`config.mk`:
```
export PLATFORM = sky130hd
export DESIGN_NAME = instr_fetch_flat
export DESIGN_NICKNAME = d
export VERILOG_FILES = /design/src/rtl/core_pkg.sv /design/src/rtl/instr_fetch_if.sv /design/src/rtl/instr_fetch_out_reg.sv /design/src/rtl/instr_fetch.sv /design/src/flat_wrapper.sv
export SDC_FILE = /design/constraint.sdc
export NUM_CORES = 1
export LEC_CHECK = 0
export ABC_AREA = 1
export CAP_MARGIN = 30
export CORE_MARGIN = 2
export CORE_UTILIZATION = 45
export CTS_CLUSTER_DIAMETER = 200
export DETAILED_ROUTE_END_ITERATION = 8
export MAX_ROUTING_LAYER = met4
export PLACE_DENSITY = 0.75
export SLEW_MARGIN = 25
export SYNTH_ARGS = -nofsm -noshare
export SYNTH_HDL_FRONTEND = slang
export SYNTH_SLANG_ARGS = --single-unit
```
`constraint.sdc`:
```
create_clock -name clk -period 3.25 [get_ports clk]
set_clock_uncertainty 0.15 [all_clocks]
set_input_delay 0.325 -clock clk [delete_from_list [all_inputs] [get_ports clk]]
set_output_delay 0.325 -clock clk [all_outputs]
set_load 0.02 [all_outputs]
```
`src/rtl/core_pkg.sv`:
```
// Shared 8-bit core definitions: JUMP encoding, fetch state type and branch-target helper.
package core_pkg;

  localparam logic [1:0]  OP_JUMP     = 2'b11;
  localparam int unsigned JMP_FWD_BIT = 5;
  localparam int unsigned JMP_MAG_W   = 5;

  typedef enum logic {
    ST_RUN,
    ST_HALT
  } fetch_state_t;

  function automatic logic is_jump(input logic [7:0] instr);
    return instr[7:6] == OP_JUMP;
  endfunction

  // Relative jump, wraps modulo 256.
  function automatic logic [7:0] jump_target(input logic [7:0] pc, input logic [7:0] instr);
    logic [7:0] mag;
    mag = {{(8 - JMP_MAG_W){1'b0}}, instr[JMP_MAG_W-1:0]};
    return instr[JMP_FWD_BIT] ? pc + mag : pc - mag;
  endfunction

endpackage

```
`src/rtl/instr_fetch_if.sv`:
```
// Fetch-side bus: ROM read port plus the valid/ready hand-off to decode.
interface instr_fetch_if;
  logic [7:0] Read_Address;
  logic [7:0] instruction;
  logic       ir_valid;
  logic       ir_ready;
  logic [7:0] ir_data;
  logic [7:0] ir_pc;

  modport master (
    output Read_Address, ir_valid, ir_data, ir_pc,
    input  instruction, ir_ready
  );

  modport slave (
    input  Read_Address, ir_valid, ir_data, ir_pc,
    output instruction, ir_ready
  );
endinterface

```
`src/rtl/instr_fetch_out_reg.sv`:
```
// One-entry valid/ready holding register between fetch and decode, with flush.
module fetch_out_reg (
  input  logic       clk,
  input  logic       rst_n,
  input  logic       i_load,
  input  logic       i_flush,
  input  logic [7:0] i_data,
  input  logic [7:0] i_pc,
  input  logic       i_ready,
  output logic       o_valid,
  output logic [7:0] o_data,
  output logic [7:0] o_pc,
  output logic       o_slot_free,
  output logic       o_fire
);

  logic       r_valid;
  logic [7:0] r_data;
  logic [7:0] r_pc;

  assign o_valid     = r_valid;
  assign o_data      = r_data;
  assign o_pc        = r_pc;
  assign o_slot_free = !r_valid || i_ready;
  // A handshake coinciding with a flush is not a delivery.
  assign o_fire      = r_valid && i_ready && !i_flush;

  always_ff @(posedge clk) begin
    if (!rst_n) begin
      r_valid <= 1'b0;
      r_data  <= '0;
      r_pc    <= '0;
    end else if (i_flush) begin
      r_valid <= 1'b0;
    end else if (i_load) begin
      r_valid <= 1'b1;
      r_data  <= i_data;
      r_pc    <= i_pc;
    end else if (r_valid && i_ready) begin
      r_valid <= 1'b0;
    end
  end

endmodule

```
`src/rtl/instr_fetch.sv`:
```
// Instruction fetch front end: PC, local JUMP resolution, halt on out-of-range PC.
module instr_fetch
  import core_pkg::*;
#(
  parameter int unsigned PROG_LEN = 9,
  parameter int unsigned CNT_W    = 16
) (
  input  logic              clk,
  input  logic              rst_n,
  instr_fetch_if.master     bus,
  input  logic              run,
  input  logic              redirect_valid,
  input  logic [7:0]        redirect_addr,
  output logic              halted,
  output logic [CNT_W-1:0]  fetch_count
);

  fetch_state_t     r_state, w_state_next;
  logic [7:0]       r_pc, w_pc_next;
  logic [CNT_W-1:0] r_cnt;
  logic             w_load;
  logic             w_slot_free;
  logic             w_fire;
  logic             w_pc_oob;

  assign bus.Read_Address = r_pc;
  assign w_pc_oob         = 32'(r_pc) >= PROG_LEN;
  assign halted           = (r_state == ST_HALT);
  assign fetch_count      = r_cnt;

  always_ff @(posedge clk) begin
    if (!rst_n) begin
      r_state <= ST_RUN;
      r_pc    <= '0;
    end else begin
      r_state <= w_state_next;
      r_pc    <= w_pc_next;
    end
  end

  always_comb begin
    w_state_next = r_state;
    w_pc_next    = r_pc;
    w_load       = 1'b0;
    if (redirect_valid) begin
      w_pc_next    = redirect_addr;
      w_state_next = ST_RUN;
    end else if (r_state == ST_RUN && run) begin
      if (w_pc_oob) begin
        w_state_next = ST_HALT;
      end else if (is_jump(bus.instruction)) begin
        w_pc_next = jump_target(r_pc, bus.instruction);
      end else if (w_slot_free) begin
        w_load    = 1'b1;
        w_pc_next = r_pc + 8'd1;
      end
    end
  end

  always_ff @(posedge clk) begin
    if (!rst_n) begin
      r_cnt <= '0;
    end else if (w_fire && r_cnt != '1) begin
      r_cnt <= r_cnt + 1'b1;
    end
  end

  fetch_out_reg u_out (
    .clk         (clk),
    .rst_n       (rst_n),
    .i_load      (w_load),
    .i_flush     (redirect_valid),
    .i_data      (bus.instruction),
    .i_pc        (r_pc),
    .i_ready     (bus.ir_ready),
    .o_valid     (bus.ir_valid),
    .o_data      (bus.ir_data),
    .o_pc        (bus.ir_pc),
    .o_slot_free (w_slot_free),
    .o_fire      (w_fire)
  );

endmodule

```
`src/flat_wrapper.sv`:
```
// flat-port wrapper written by rule: the top's interface ports become plain ports
module instr_fetch_flat import core_pkg::*;
#(
  parameter int unsigned PROG_LEN = 9,
  parameter int unsigned CNT_W    = 16
)
  (clk, rst_n, run, redirect_valid, redirect_addr, halted, fetch_count, bus_Read_Address, bus_ir_valid, bus_ir_data, bus_ir_pc, bus_instruction, bus_ir_ready);
  instr_fetch_if bus_i ();
  input  logic clk;
  input  logic rst_n;
  input  logic run;
  input  logic redirect_valid;
  input  logic [7:0] redirect_addr;
  output logic halted;
  output logic [CNT_W-1:0] fetch_count;
  output wire logic [$bits(bus_i.Read_Address)-1:0] bus_Read_Address;
  output wire logic [$bits(bus_i.ir_valid)-1:0] bus_ir_valid;
  output wire logic [$bits(bus_i.ir_data)-1:0] bus_ir_data;
  output wire logic [$bits(bus_i.ir_pc)-1:0] bus_ir_pc;
  input wire logic [$bits(bus_i.instruction)-1:0] bus_instruction;
  input wire logic [$bits(bus_i.ir_ready)-1:0] bus_ir_ready;
  assign bus_Read_Address = bus_i.Read_Address;
  assign bus_ir_valid = bus_i.ir_valid;
  assign bus_ir_data = bus_i.ir_data;
  assign bus_ir_pc = bus_i.ir_pc;
  assign bus_i.instruction = bus_instruction;
  assign bus_i.ir_ready = bus_ir_ready;
  instr_fetch #(.PROG_LEN(PROG_LEN), .CNT_W(CNT_W)) u_core (.clk(clk), .rst_n(rst_n), .bus(bus_i), .run(run), .redirect_valid(redirect_valid), .redirect_addr(redirect_addr), .halted(halted), .fetch_count(fetch_count));
endmodule
```
==> results.sh <==
export IMPL_die_area_um2=5870
export IMPL_synthArstFlopShare=0
export IMPL_synth_enable_flop_cells=0
export IMPL_ios=63
export IMPL_final_layout_size_suffix_gt1_frac=0.0501
export IMPL_period_needed_ns=2.72
export IMPL_hpwl_um=4610
export IMPL_syn_area_um2=2370
export IMPL_holdBufCountCts=0
export IMPL_wl_met3_um=177
export IMPL_clock_latency_ns=0.29
export IMPL_cts_root_buf="clkbuf_8"
export IMPL_drt_met1_wl_um=2960
export IMPL_wl_met2_um=2820
export IMPL_grt_total_usage=0.216
export IMPL_ir_drop_v=0.000251
export IMPL_syn_num_nets=389
export IMPL_clockBufferDepth=2
export IMPL_numCtsBuffers=5
export IMPL_core_area_um2=5110
export IMPL_cp_data_arrival_time_ns=2.78
export IMPL_place_congestion=0.945
export IMPL_num_vias=2420
export IMPL_status="complete, no violations"
export IMPL_maxSlewViolCount=0
export IMPL_cts_setup_buffers=0
export IMPL_highest_layer="met4"
export IMPL_cts_resized=0
export IMPL_powerDensity_nw_per_um2=413
export IMPL_routedWlPerCell_um=12.3
export IMPL_drcViolationCount=0
export IMPL_setup_tns_ns=0
export IMPL_antenna_cells=0
export IMPL_std_cell_rows=26
export IMPL_dr_pass1_iters=4
export IMPL_antenna_found_initial=0
export IMPL_path_class="input port to flop"
export IMPL_hp_class="flop to flop"
export IMPL_synth_yosys_seq_area_share=0.354
export IMPL_grt_ovfl_total=0
export IMPL_area_growth_pct=32.1
export IMPL_synth_cells=358
export IMPL_n_fill_cell=513
export IMPL_wl_um=6030
export IMPL_fin_crit_sh=0.837
export IMPL_synth_flop_cell="dfxtp_1"
export IMPL_ys_warn_count=0
export IMPL_ant_nets=0
export IMPL_startpoint_type="input port"
export IMPL_hold_viol=0
export IMPL_worst_path_most_repeated_cell="nand2_1"
export IMPL_cts_sinks=42
export IMPL_clk_pin_slew_ns=0.07
export IMPL_cp_required_ns=3.32
export IMPL_yosys_register_bits=42
export IMPL_yosysTopAreaCellShare=0.354
export IMPL_yosysMostFrequentCell="nand2_1"
export IMPL_cpPeakStageDelay_ns=0.51
export IMPL_crit_slowest_cell="clkdlybuf4s50_1"
export IMPL_maxSlewHeadroom=0.669
export IMPL_drt_iter0_drc=98
export IMPL_place_inst=481
export IMPL_fin_nets=449
export IMPL_die_y_um=76.6
export IMPL_leakagePower_nw=1.29
export IMPL_rsz0062_at_grt="no"
export IMPL_port_buffers=62
export IMPL_path_cells="clkdlybuf4s50_1 -> inv_1 -> ha_1 -> nor2_1 -> nor3_1 -> inv_1 -> fa_1 -> o21ai_0 -> nand2_1 -> nand2_1 -> nand2_1 -> nand3_1 -> nand2_1 -> a21oi_1"
export IMPL_synthTopCellsByCount="nand2_1 (83), nor2_1 (45), dfxtp_1 (42), inv_1 (41), a21oi_1 (35)"
export IMPL_worst_slew_pin_slew_ns=0.495
export IMPL_yosysTopAreaCell="dfxtp_1"
export IMPL_avgSynthCellArea_um2=6.63
export IMPL_grt_max_degree=21
export IMPL_cts_tree="built"
export IMPL_chipWidth_um=76.6
export IMPL_drt_vias_per_instance=4.95
export IMPL_grt_pass1_wl_um=10000
export IMPL_report_final_setup_viol=0
export IMPL_synth_area_leaders="dfxtp_1 (35%), nand2_1 (13%), a21oi_1 (7.4%)"
export IMPL_grt_pass1_vias=2196
export IMPL_ctsHtreeMaxLevel=2
export IMPL_cp_max_fo=3
export IMPL_layout_cells_non_filler=489
export IMPL_drv_cap=0
export IMPL_critPathCaptureType="flop"
export IMPL_ys_types=28
export IMPL_max_freq_mhz=368
export IMPL_start_util=0.465
[through the flow]
step | hold WS, ns | total power [mW] | util | setup slack, ns | cell area [µm²]
after global placement | 0.277 | 0.893 | 0.593 | 0.307 | 3030
after global routing | 0.307 | 1.37 | 0.614 | 0.259 | 3140
final | 0.295 | 1.29 | 0.614 | 0.531 | 3140
after floorplan | 0.310 | 0.773 | - | 0.983 | 2370
after detailed placement | 0.282 | 0.898 | 0.593 | 0.229 | 3030
after CTS | 0.295 | 1.30 | 0.614 | 0.530 | 3140
[layout make-up]
cell class,count,area (µm²),share of cell area
well taps,70,87.6,0.0279
multi-input cells,258,1290,0.411
repair buffers,64,636,0.203
flip-flops and latches,42,841,0.268
clock inverters,1,30.0,0.00958
clock buffers,7,76.3,0.0243
inverters,47,176,0.0563
[logic make-up after synthesis]
family / share of synthesized area
AOI/OAI and AO/OA: 0.135
adders and majority gates: 0.0559
muxes: 0.00422
buffers and inverters: 0.103
DFF: 0.354
xor gates and xnor gates: 0.0332
and+or+nand+nor: 0.315
[metal layers]
metal | track usage | vias up
met5 | - | -
met4 | 0.0636 | 0
met3 | 0.0308 | 8
met2 | 0.357 | 54
met1 | 0.276 | 1088
li1 | - | 1270
[sequential cells by signal, summed over array words and instances, names as in the netlist]
name and flops:
u_core.u_out.o_pc 8, u_core.halted 1, u_core.u_out.o_valid 1, u_core.fetch_count 16, u_core.bus.Read_Address 8, u_core.u_out.o_data 8
[path summary, 6_finish.rpt]
path	cells past startpoint	slack, ns	to	from
setup / recovery	14	0.53	u_core.bus.Read_Address[6]	bus_instruction[1]
hold / removal	2	0.29	u_core.u_out.o_pc[4]	u_core.u_out.o_pc[4]
hold reg to reg	2	0.29	u_core.u_out.o_pc[4]	u_core.u_out.o_pc[4]
setup reg to reg	10	1.22	u_core.bus.Read_Address[6]	u_core.bus.Read_Address[0]
[power breakdown]
part | internal [mW] | switching (mW) | leakage [nW]
registers | 0.545 | 0.0251 | 0.341
clock network | 0.230 | 0.176 | 0.0524
logic | 0.136 | 0.182 | 0.896
total | 0.910 | 0.383 | 1.29
[layout by cell type (no fill, tap or decap), types with 2 or more instances in the layout]
master,synthesis,routed
nor2_1,45,45
nand4_1,4,4
xnor2_1,4,4
clkbuf_1,3,2
clkdlybuf4s50_1,0,62
buf_4,4,2
inv_1,41,41
nand2_1,83,83
nor3_1,6,6
nand3_1,28,28
xor2_1,5,5
dfxtp_1,42,42
ha_1,9,9
o21ai_0,26,26
a21oi_1,35,35
inv_2,6,6
clkbuf_8,0,5
nor2_2,2,2
nand2_2,2,2
[worst max-delay path: cells and delay by family]
family	cells	cell delay [ns]
AOI/OAI and AO/OA	2	0.44
and+or+nand+nor	7	0.63
buffers and inverters	3	0.68
adders and majority gates	2	0.70
No activity file was read; power rests on OpenSTA's default activity.
